<file path="src/rtl/cache_ctrl.sv">
// Direct-mapped, write-back, write-allocate cache controller.
// One-word lines, a single outstanding CPU request, and a single outstanding
// memory transaction. Hit, miss and write-back event counters saturate.
module cache_ctrl #(
    parameter int ADDR_W  = 16,
    parameter int DATA_W  = 32,
    parameter int INDEX_W = 4
) (
    input  logic              clk,
    input  logic              rst,
    input  logic              cpu_req,
    input  logic              cpu_we,
    input  logic [ADDR_W-1:0] cpu_addr,
    input  logic [DATA_W-1:0] cpu_wdata,
    output logic              cpu_ready,
    output logic              cpu_done,
    output logic [DATA_W-1:0] cpu_rdata,
    output logic              mem_req,
    output logic              mem_we,
    output logic [ADDR_W-1:0] mem_addr,
    output logic [DATA_W-1:0] mem_wdata,
    input  logic              mem_ready,
    input  logic              mem_done,
    input  logic [DATA_W-1:0] mem_rdata,
    output logic [15:0]       hit_cnt,
    output logic [15:0]       miss_cnt,
    output logic [15:0]       wb_cnt
);

    localparam int TAG_W = ADDR_W - INDEX_W;
    localparam int LINES = 1 << INDEX_W;

    typedef enum logic [2:0] {
        IDLE    = 3'd0,
        COMPARE = 3'd1,
        WB_REQ  = 3'd2,
        WB_WAIT = 3'd3,
        AL_REQ  = 3'd4,
        AL_WAIT = 3'd5
    } state_t;

    state_t state_r, state_nxt;

    // Captured request
    logic              req_we_r;
    logic [ADDR_W-1:0] req_addr_r;
    logic [DATA_W-1:0] req_wdata_r;
    // Set when COMPARE is re-entered after a refill, so the re-check is not
    // counted as a hit.
    logic              refill_r;

    // Line storage
    logic [LINES-1:0]  valid_r;
    logic [LINES-1:0]  dirty_r;
    logic [TAG_W-1:0]  tag_mem  [LINES];
    logic [DATA_W-1:0] data_mem [LINES];

    logic [INDEX_W-1:0] idx_s;
    logic [TAG_W-1:0]   tag_s;
    logic               hit_s;

    assign idx_s = req_addr_r[INDEX_W-1:0];
    assign tag_s = req_addr_r[ADDR_W-1:INDEX_W];
    assign hit_s = valid_r[idx_s] && (tag_mem[idx_s] == tag_s);

    // Saturating increment for the event counters.
    function automatic logic [15:0] sat_inc(input logic [15:0] v);
        if (v == 16'hFFFF) begin
            return v;
        end else begin
            return v + 16'd1;
        end
    endfunction

    // State register.
    always_ff @(posedge clk or posedge rst) begin
        if (rst) begin
            state_r <= IDLE;
        end else begin
            state_r <= state_nxt;
        end
    end

    // Next-state logic.
    always_comb begin
        state_nxt = state_r;
        case (state_r)
            IDLE: begin
                if (cpu_req && cpu_ready) state_nxt = COMPARE;
                else                      state_nxt = IDLE;
            end
            COMPARE: begin
                if (hit_s)                                 state_nxt = IDLE;
                else if (valid_r[idx_s] && dirty_r[idx_s]) state_nxt = WB_REQ;
                else                                       state_nxt = AL_REQ;
            end
            WB_REQ: begin
                if (mem_ready) state_nxt = WB_WAIT;
                else           state_nxt = WB_REQ;
            end
            WB_WAIT: begin
                if (mem_done) state_nxt = AL_REQ;
                else          state_nxt = WB_WAIT;
            end
            AL_REQ: begin
                if (mem_ready) state_nxt = AL_WAIT;
                else           state_nxt = AL_REQ;
            end
            AL_WAIT: begin
                if (mem_done) state_nxt = COMPARE;
                else          state_nxt = AL_WAIT;
            end
            default: state_nxt = IDLE;
        endcase
    end

    // Registered CPU/memory outputs, request capture and line status bits.
    always_ff @(posedge clk or posedge rst) begin
        if (rst) begin
            cpu_ready   <= 1'b1;
            cpu_done    <= 1'b0;
            cpu_rdata   <= {DATA_W{1'b0}};
            mem_req     <= 1'b0;
            mem_we      <= 1'b0;
            mem_addr    <= {ADDR_W{1'b0}};
            mem_wdata   <= {DATA_W{1'b0}};
            req_we_r    <= 1'b0;
            req_addr_r  <= {ADDR_W{1'b0}};
            req_wdata_r <= {DATA_W{1'b0}};
            refill_r    <= 1'b0;
            valid_r     <= {LINES{1'b0}};
            dirty_r     <= {LINES{1'b0}};
        end else begin
            cpu_done  <= 1'b0;
            cpu_ready <= (state_nxt == IDLE);
            // The request is held only while waiting for mem_ready, so it is a
            // single cycle whenever memory is ready at the request.
            mem_req   <= (state_nxt == WB_REQ) || (state_nxt == AL_REQ);
            if (state_nxt == WB_REQ) begin
                mem_we    <= 1'b1;
                mem_addr  <= {tag_mem[idx_s], idx_s};
                mem_wdata <= data_mem[idx_s];
            end else if (state_nxt == AL_REQ) begin
                mem_we    <= 1'b0;
                mem_addr  <= req_addr_r;
            end else begin
                mem_we    <= mem_we;
            end

            case (state_r)
                IDLE: begin
                    refill_r <= 1'b0;
                    if (cpu_req && cpu_ready) begin
                        req_we_r    <= cpu_we;
                        req_addr_r  <= cpu_addr;
                        req_wdata_r <= cpu_wdata;
                    end else begin
                        req_we_r    <= req_we_r;
                    end
                end
                COMPARE: begin
                    if (hit_s) begin
                        cpu_done <= 1'b1;
                        if (req_we_r) dirty_r[idx_s] <= 1'b1;
                        else          cpu_rdata      <= data_mem[idx_s];
                    end else begin
                        dirty_r <= dirty_r;
                    end
                end
                WB_WAIT: begin
                    if (mem_done) dirty_r[idx_s] <= 1'b0;
                    else          dirty_r        <= dirty_r;
                end
                AL_WAIT: begin
                    if (mem_done) begin
                        valid_r[idx_s] <= 1'b1;
                        dirty_r[idx_s] <= 1'b0;
                        refill_r       <= 1'b1;
                    end else begin
                        refill_r <= refill_r;
                    end
                end
                default: refill_r <= refill_r;
            endcase
        end
    end

    // Event counters.
    always_ff @(posedge clk or posedge rst) begin
        if (rst) begin
            hit_cnt  <= 16'd0;
            miss_cnt <= 16'd0;
            wb_cnt   <= 16'd0;
        end else begin
            if (state_r == COMPARE && hit_s && !refill_r) hit_cnt <= sat_inc(hit_cnt);
            else                                          hit_cnt <= hit_cnt;
            if (state_r == COMPARE && !hit_s)             miss_cnt <= sat_inc(miss_cnt);
            else                                          miss_cnt <= miss_cnt;
            if (state_r == WB_REQ && mem_ready)           wb_cnt <= sat_inc(wb_cnt);
            else                                          wb_cnt <= wb_cnt;
        end
    end

    // Tag and data arrays; contents are qualified by valid_r, so no reset.
    always_ff @(posedge clk) begin
        if (state_r == AL_WAIT && mem_done) begin
            tag_mem[idx_s]  <= tag_s;
            data_mem[idx_s] <= mem_rdata;
        end else if (state_r == COMPARE && hit_s && req_we_r) begin
            data_mem[idx_s] <= req_wdata_r;
        end else begin
            data_mem[idx_s] <= data_mem[idx_s];
        end
    end

endmodule

</file>
<file path="config.mk">
export PLATFORM = sky130hd
export DESIGN_NAME = cache_ctrl
export DESIGN_NICKNAME = d
export VERILOG_FILES = /design/src/rtl/cache_ctrl.sv
export SDC_FILE = /design/constraint.sdc
export NUM_CORES = 1
export LEC_CHECK = 0
export CORE_MARGIN = 3
export CORE_UTILIZATION = 60
export CTS_CLUSTER_DIAMETER = 200
export DETAILED_ROUTE_END_ITERATION = 10
export PLACE_DENSITY = 0.77
export SYNTH_ARGS = -nofsm -noshare
export SYNTH_HDL_FRONTEND = slang
export SYNTH_SLANG_ARGS = --single-unit
</file>
<file path="constraint.sdc">
create_clock -name clk -period 13.5 [get_ports clk]
set_input_delay 2.7 -clock clk [delete_from_list [all_inputs] [get_ports clk]]
set_output_delay 2.7 -clock clk [all_outputs]
set_load 0.005 [all_outputs]
</file>
==> results of run 1 <==
-- critical path, cell delays in order, from the launching register on --
cell and delay (ns):
dfrtp_4 0.86, buf_4 0.91, nand2b_1 0.70, nor3b_1 0.19, a2111oi_4 0.44, nand3_2 0.14, a2111oi_4 0.43, nand4_4 0.22
nand3_1 0.21, nand2_2 0.32, buf_4 0.43, a221o_1 0.41
-- power breakdown --
| part | switching (mW) | internal (mW) |
|---|---|---|
| sequential | 0.465 | 4.37 |
| combinational | 1.91 | 1.43 |
| clock | 1.05 | 1.45 |
| total | 3.42 | 7.25 |
-- final cells by class --
class	instances	area [sq um]	area share, %
clock inverters	39	424.2	0.9761
repair buffers	254	2462	5.667
diodes	2	5.005	0.01152
flip-flops and latches	921	26590	61.19
well taps	828	1036	2.384
clock buffers	129	2550	5.868
inverters	36	142.6	0.3283
multi-input cells	951	10250	23.58
-- placed cells by master (no fill, tap or decap), drive strengths merged, types with 11 or more instances in the layout --
master / netlist / routed
edfxtp: 704 / 704
clkdlybuf4s50: 0 / 217
dfrtp: 216 / 216
mux4: 201 / 201
mux2: 164 / 164
nand2: 158 / 158
clkbuf: 53 / 129
nor2: 54 / 54
mux2i: 41 / 41
buf: 49 / 37
inv: 35 / 37
xor2: 35 / 35
nor3: 32 / 32
o21ai: 27 / 27
clkinv: 1 / 27
or2: 20 / 20
and2: 20 / 20
nand3: 20 / 20
a221oi: 16 / 16
nor4: 16 / 16
xnor2: 15 / 15
a221o: 13 / 13
a22oi: 12 / 12
and3: 12 / 12
a21oi: 11 / 11
-- path summary, 6_finish.rpt --
| check | to | slack [ns] | cells after the start | start |
|---|---|---|---|---|
| setup / recovery | mem_addr[12] | 8.02 | 11 | req_addr_r[3] |
| hold / removal | valid_r[7] | 0.46 | 1 | valid_r[7] |
| setup reg to reg | mem_addr[12] | 8.02 | 11 | req_addr_r[3] |
| hold reg to reg | valid_r[7] | 0.46 | 1 | valid_r[7] |
| max in group asynchronous | req_addr_r[1] | 8.48 | 4 | rst |
| min in group asynchronous | miss_cnt[8] | 2.56 | 2 | rst |
-- through the flow --
step / setup slack (ns) / util, %
floorplan: 4.866 / -
global placement: 7.851 / 66.44
detailed placement: 7.768 / 66.44
CTS: 7.999 / 71.32
global route: 7.614 / 71.32
finish: 8.024 / 71.33
-- cell families after synthesis --
group,synth area share [%]
buf+inv,1.779
simple gates,5.092
compound gates,2.370
fa+ha+maj,0.1007
xor+xnor,1.175
mux,18.20
flops,71.28
-- layer usage --
layer / share of wire (%) / global-route usage, % / wire (microns) / up-vias
met4: 2.9 / 9.415 / 2647 / 2
met5: 0.010 / 0 / 9 / -
li1: - / - / - / 8420
met3: 9.1 / 5.396 / 8169 / 173
met2: 49 / 45.19 / 43840 / 1099
met1: 39 / 40.13 / 35330 / 10730
-- sequential cells by signal, indices dropped and copies added, names as in the netlist, named ones only --
| signal | flops |
|---|---|
| cpu_done | 1 |
| mem_addr | 16 |
| cpu_ready | 1 |
| mem_wdata | 32 |
| valid_r | 16 |
| wb_cnt | 16 |
| hit_cnt | 16 |
| cpu_rdata | 32 |
| req_wdata_r | 32 |
| refill_r | 1 |
| req_we_r | 1 |
| mem_req | 1 |
| tag_mem | 192 |
| state_r | 3 |
| mem_we | 1 |
| data_mem | 512 |
| req_addr_r | 16 |
| miss_cnt | 16 |
==> results.json, run 1 <==
{
  "grt_max_degree": 139,
  "holdWs_ns": 0.4642,
  "synth_top_cell_area_share_pct": 56.71,
  "post_cts_buffers": 0,
  "synth_commonest_cells": "704 x edfxtp_1, 216 x dfrtp_1, 201 x mux4_2, 162 x mux2_2, 157 x nand2_1",
  "track_usage_pct": 28.26,
  "drc_errors": 0,
  "synth-seq-cells": 921,
  "gp_congestion": 0.8741,
  "drive_above_1_share_pct": 26.57,
  "syn_nets": 2099,
  "final-setup-viol-count": 0,
  "synth_cell_types": 70,
  "rsz0062_at_grt": "false",
  "rows": 90,
  "core_sq_mm": 0.06092,
  "drv_cap": 0,
  "grt_remaining_overflow": 0,
  "synth-edff-count": 704,
  "period_needed_ns": 5.476,
  "cts_root_buf": "clkbuf_16",
  "p_total_mw": 10.68,
  "placed_cell_area_sq_mm": 0.04047,
  "syn_avg_cell_area_sq_um": 18.55,
  "synthCells": 2010,
  "hpwlAfterDp_mm": 49.14,
  "fin_crit_sh_pct": 40.56,
  "final_area_sq_mm": 0.04345,
  "power.density_mw_per_mm2": 245.7,
  "relSlewSlack_pct": 23.65,
  "drt_wl_total_mm": 90.00,
  "tns_ns": 0,
  "critPathRequiredTime_ns": 14.01,
  "fp.dieH_microns": 255.3,
  "grt_pass1_wl_mm": 133.9,
  "yosysWarnings": 0,
  "hold_viol": 0,
  "p_leak_nw": 15.17,
  "yosys.cell_count.top_type": "edfxtp_1",
  "cts.repair.resized": 0,
  "routedWlPerCell_microns": 28.48,
  "cts.path.max_buffers": 3,
  "critPathArrivalTime_ns": 5.98,
  "async_flop_share_pct": 23.56,
  "clock_skew_ns": 0.02288,
  "clk_pin_slew_ns": 0.06,
  "cts_max_level": 3,
  "outcome": "finished, final reports clean",
  "netlist_top_cells_area": "edfxtp_1 57%, dfrtp_1 15%, mux4_2 12%, mux2_2 4.9%, nand2_1 1.6%",
  "ys_seq_area_share_pct": 71.28,
  "layout.nets": 2342,
  "ant_nets": 0,
  "final_max_slew_viol_count": 0,
  "synth_top_area_cell": "edfxtp_1",
  "num_io_pins": 218,
  "cts_inserted_buffers": 89,
  "die_area_sq_mm": 0.06515,
  "port_buffers": 217,
  "critPathKind": "flip-flop to flip-flop",
  "grt_pass1_vias": 20830,
  "cp-end-kind": "flip-flop",
  "finalNonFillerCells": 3160,
  "drtPass1Iterations": 6,
  "fmax_ghz": 0.1826,
  "syn_area_sq_mm": 0.03728,
  "postCtsHoldBufs": 0,
  "worst_slew_pin_slew_ns": 1.139,
  "cp-start-kind": "flip-flop",
  "numClockSinks": 921,
  "ys.flop_type": "edfxtp_1",
  "nFillCells": 3605,
  "antenna_found_initial": 2,
  "crit_fanout": 65,
  "area_delta_synth_final_pct": 16.57,
  "irDropWorstVdd_uv": 139.7,
  "hp-class": "flip-flop to flip-flop",
  "insertion_delay_ns": 0.64,
  "dp.cells": 2990,
  "cts_tree": "done",
  "die_w_microns": 255.3,
  "first_iter_violations": 2097,
  "vias_per_cell": 6.464,
  "vias": 20430,
  "start_util_pct": 61.19
}
No activity file was read; power rests on OpenSTA's default activity.
==> run 2, diff against run 1 <==
--- a/config.mk
+++ b/config.mk
@@ -6,10 +6,10 @@
 export NUM_CORES = 1
 export LEC_CHECK = 0
 export CORE_MARGIN = 3
-export CORE_UTILIZATION = 60
+export CORE_UTILIZATION = 54
 export CTS_CLUSTER_DIAMETER = 200
 export DETAILED_ROUTE_END_ITERATION = 10
-export PLACE_DENSITY = 0.77
+export PLACE_DENSITY = 0.73
 export SYNTH_ARGS = -nofsm -noshare
 export SYNTH_HDL_FRONTEND = slang
 export SYNTH_SLANG_ARGS = --single-unit
==> constraint.sdc (replaced) <==
create_clock -name clk -period 4.5 [get_ports clk]
set_input_delay 0.9 -clock clk [delete_from_list [all_inputs] [get_ports clk]]
set_output_delay 0.9 -clock clk [all_outputs]
set_load 0.005 [all_outputs]
==> run 2 against run 1 <==
Maximum frequency grew 34%; non-clock buffer count grew 43; sequential power grew to 3.0 times the previous value; final area grew 1.0%; clock power grew to 3.0 times the previous value; sequential cell count is the same; utilization shrank 6.5 points; critical path type unchanged; critical endpoint is now data_mem[5][28]; highest routed layer is now met4.
==> results.json, run 2 (synthesis results as in run 1) <==
{
  "worst_slew_pin_slew_ns": 1.179,
  "insertion_delay_ns": 0.65,
  "cts_max_level": 3,
  "hpwlAfterDp_mm": 53.00,
  "drc_errors": 0,
  "drtPass1Iterations": 5,
  "critPathRequiredTime_ns": 4.83,
  "outcome": "finished, final reports clean",
  "antenna_found_initial": 1,
  "startpoint": "req_addr_r[0]",
  "layout_common_cells": "704 x edfxtp_1, 217 x clkdlybuf4s50_1, 212 x dfrtp_1, 201 x mux4_2, 162 x mux2_2",
  "r2r-start": "req_addr_r[0]",
  "min_from": "valid_r[8]",
  "final_common_cell": "edfxtp_1",
  "area_delta_synth_final_pct": 17.77,
  "cp_slowest_stage_delay_ns": 0.77,
  "track_usage_pct": 25.36,
  "grt_pass1_vias": 20630,
  "clk_pin_slew_ns": 0.06,
  "grt_max_degree": 141,
  "tns_ns": 0,
  "grt_pass1_wl_mm": 134.1,
  "power.density_mw_per_mm2": 729.1,
  "layout.nets": 2388,
  "final_util_pct": 64.79,
  "numClockSinks": 921,
  "critPathArrivalTime_ns": 4.43,
  "cts_root_buf": "clkbuf_16",
  "fin_crit_sh_pct": 90.95,
  "die_area_sq_mm": 0.07222,
  "dp.cells": 3078,
  "fmax_ghz": 0.2443,
  "cts.path.max_buffers": 3,
  "reg.largest.list": "data_mem x512, tag_mem x192",
  "cts_inserted_buffers": 92,
  "rsz0062_at_grt": "false",
  "cp-end-kind": "flip-flop",
  "cp-start-kind": "flip-flop",
  "crit_fanout": 40,
  "post_cts_buffers": 0,
  "p_leak_nw": 15.40,
  "final_max_slew_viol_count": 0,
  "num_io_pins": 218,
  "period_needed_ns": 4.093,
  "irDropWorstVdd_uv": 416.6,
  "largest_reg_flops": 512,
  "die_w_microns": 268.7,
  "critPathKind": "flip-flop to flip-flop",
  "cts.repair.resized": 0,
  "hp-class": "flip-flop to flip-flop",
  "start_util_pct": 55.02,
  "postCtsHoldBufs": 0,
  "gp_congestion": 0.8718,
  "path_common_cell": "a2111oi_4",
  "ant_nets": 0,
  "relSlewSlack_pct": 21.23,
  "clock_skew_ns": 0.03103,
  "placed_cell_area_sq_mm": 0.04093,
  "final-setup-viol-count": 0,
  "path_cells": "mux4_2 -> nor3b_1 -> a2111oi_4 -> nand3_2 -> a2111oi_4 -> nand3_1 -> nor2_1 -> nand2_2 -> buf_12 -> mux2_2",
  "largest_register": "data_mem",
  "hold_viol": 0,
  "fp.dieH_microns": 268.7,
  "routedWlPerCell_microns": 27.64,
  "vias": 20040,
  "port_buffers": 217,
  "rows": 95,
  "crit_slowest_cell": "dfrtp_4",
  "cts_tree": "done",
  "vias_per_cell": 6.163,
  "grt_remaining_overflow": 0,
  "drt_wl_total_mm": 89.88,
  "core_sq_mm": 0.06775,
  "final_area_sq_mm": 0.04390,
  "drive_above_1_share_pct": 27.84,
  "first_iter_violations": 2118,
  "drv_cap": 0,
  "finalNonFillerCells": 3252
}
==> run 2: cell types whose count changed in the layout (fill, tap and decap cells not counted), sizes merged <==
cell,delta
clkbuf,-10
clkinv,+16
buf,+43
clkinvlp,+1
bufinv,-2
diode,-1
==> run 2: cell type report <==
class                   instances  area [sq um]
multi-input cells             951         10240
clock buffers                 119          2495
inverters                      36         138.9
diodes                          1         2.502
well taps                     873          1092
clock inverters                54         471.7
fillers                      4460         23850
repair buffers                297          2873
flip-flops and latches        921         26590
==> run 2: critical path, delay by kind of cell, from the launching register on <==
family / cells / cell delay (ns)
muxes: 2 / 1.02
buffers and inverters: 1 / 0.22
and+or+nand+nor: 5 / 0.91
AOI/OAI and AO/OA: 2 / 0.81
DFF: 1 / 0.77
==> run 2: per-layer routing <==
metal / vias to the layer above / track usage (%) / wire (microns)
met3: 158 / 5.146 / 7950
met2: 980 / 41.22 / 44240
met1: 10380 / 35.20 / 35240
li1: 8521 / - / -
met4: 0 / 7.930 / 2442
met5: - / 0 / 0
==> run 2: power by group <==
part | switching, mW | internal (mW)
Combinational | 5.75 | 4.40
Sequential | 1.27 | 13.1
Clock | 3.24 | 4.23
==> run 2: path summary, 6_finish.rpt <==
| path | cells after the start | slack, ns | to |
|---|---|---|---|
| setup / recovery | 10 | 0.41 | data_mem[5][28] |
| setup reg to reg | 10 | 0.41 | data_mem[5][28] |
| hold / removal | 1 | 0.47 | valid_r[8] |
| max in group asynchronous | 3 | 2.69 | req_addr_r[3] |
| hold reg to reg | 1 | 0.47 | valid_r[8] |
| min in group asynchronous | 2 | 0.57 | miss_cnt[8] |
==> run 2: through the flow <==
step | power (mW) | setup WS, ns | hold WS (ns)
after CTS | 32.20 | 0.3947 | 0.4675
final | 32.01 | 0.4074 | 0.4723
after floorplan | 20.93 | -0.4560 | 0.4337
after global placement | 24.18 | 0.4674 | 0.4441
after global routing | 33.49 | 0.1809 | 0.4889
after detailed placement | 24.66 | 0.4097 | 0.4526
==> run 3, diff against run 2 <==
--- a/config.mk
+++ b/config.mk
@@ -10,6 +10,7 @@
 export CTS_CLUSTER_DIAMETER = 200
 export DETAILED_ROUTE_END_ITERATION = 10
 export PLACE_DENSITY = 0.73
+export SLEW_MARGIN = 10
 export SYNTH_ARGS = -nofsm -noshare
 export SYNTH_HDL_FRONTEND = slang
 export SYNTH_SLANG_ARGS = --single-unit
==> results of run 3 <==
The final DEF is identical to that of run 2; final timing and power are the same.
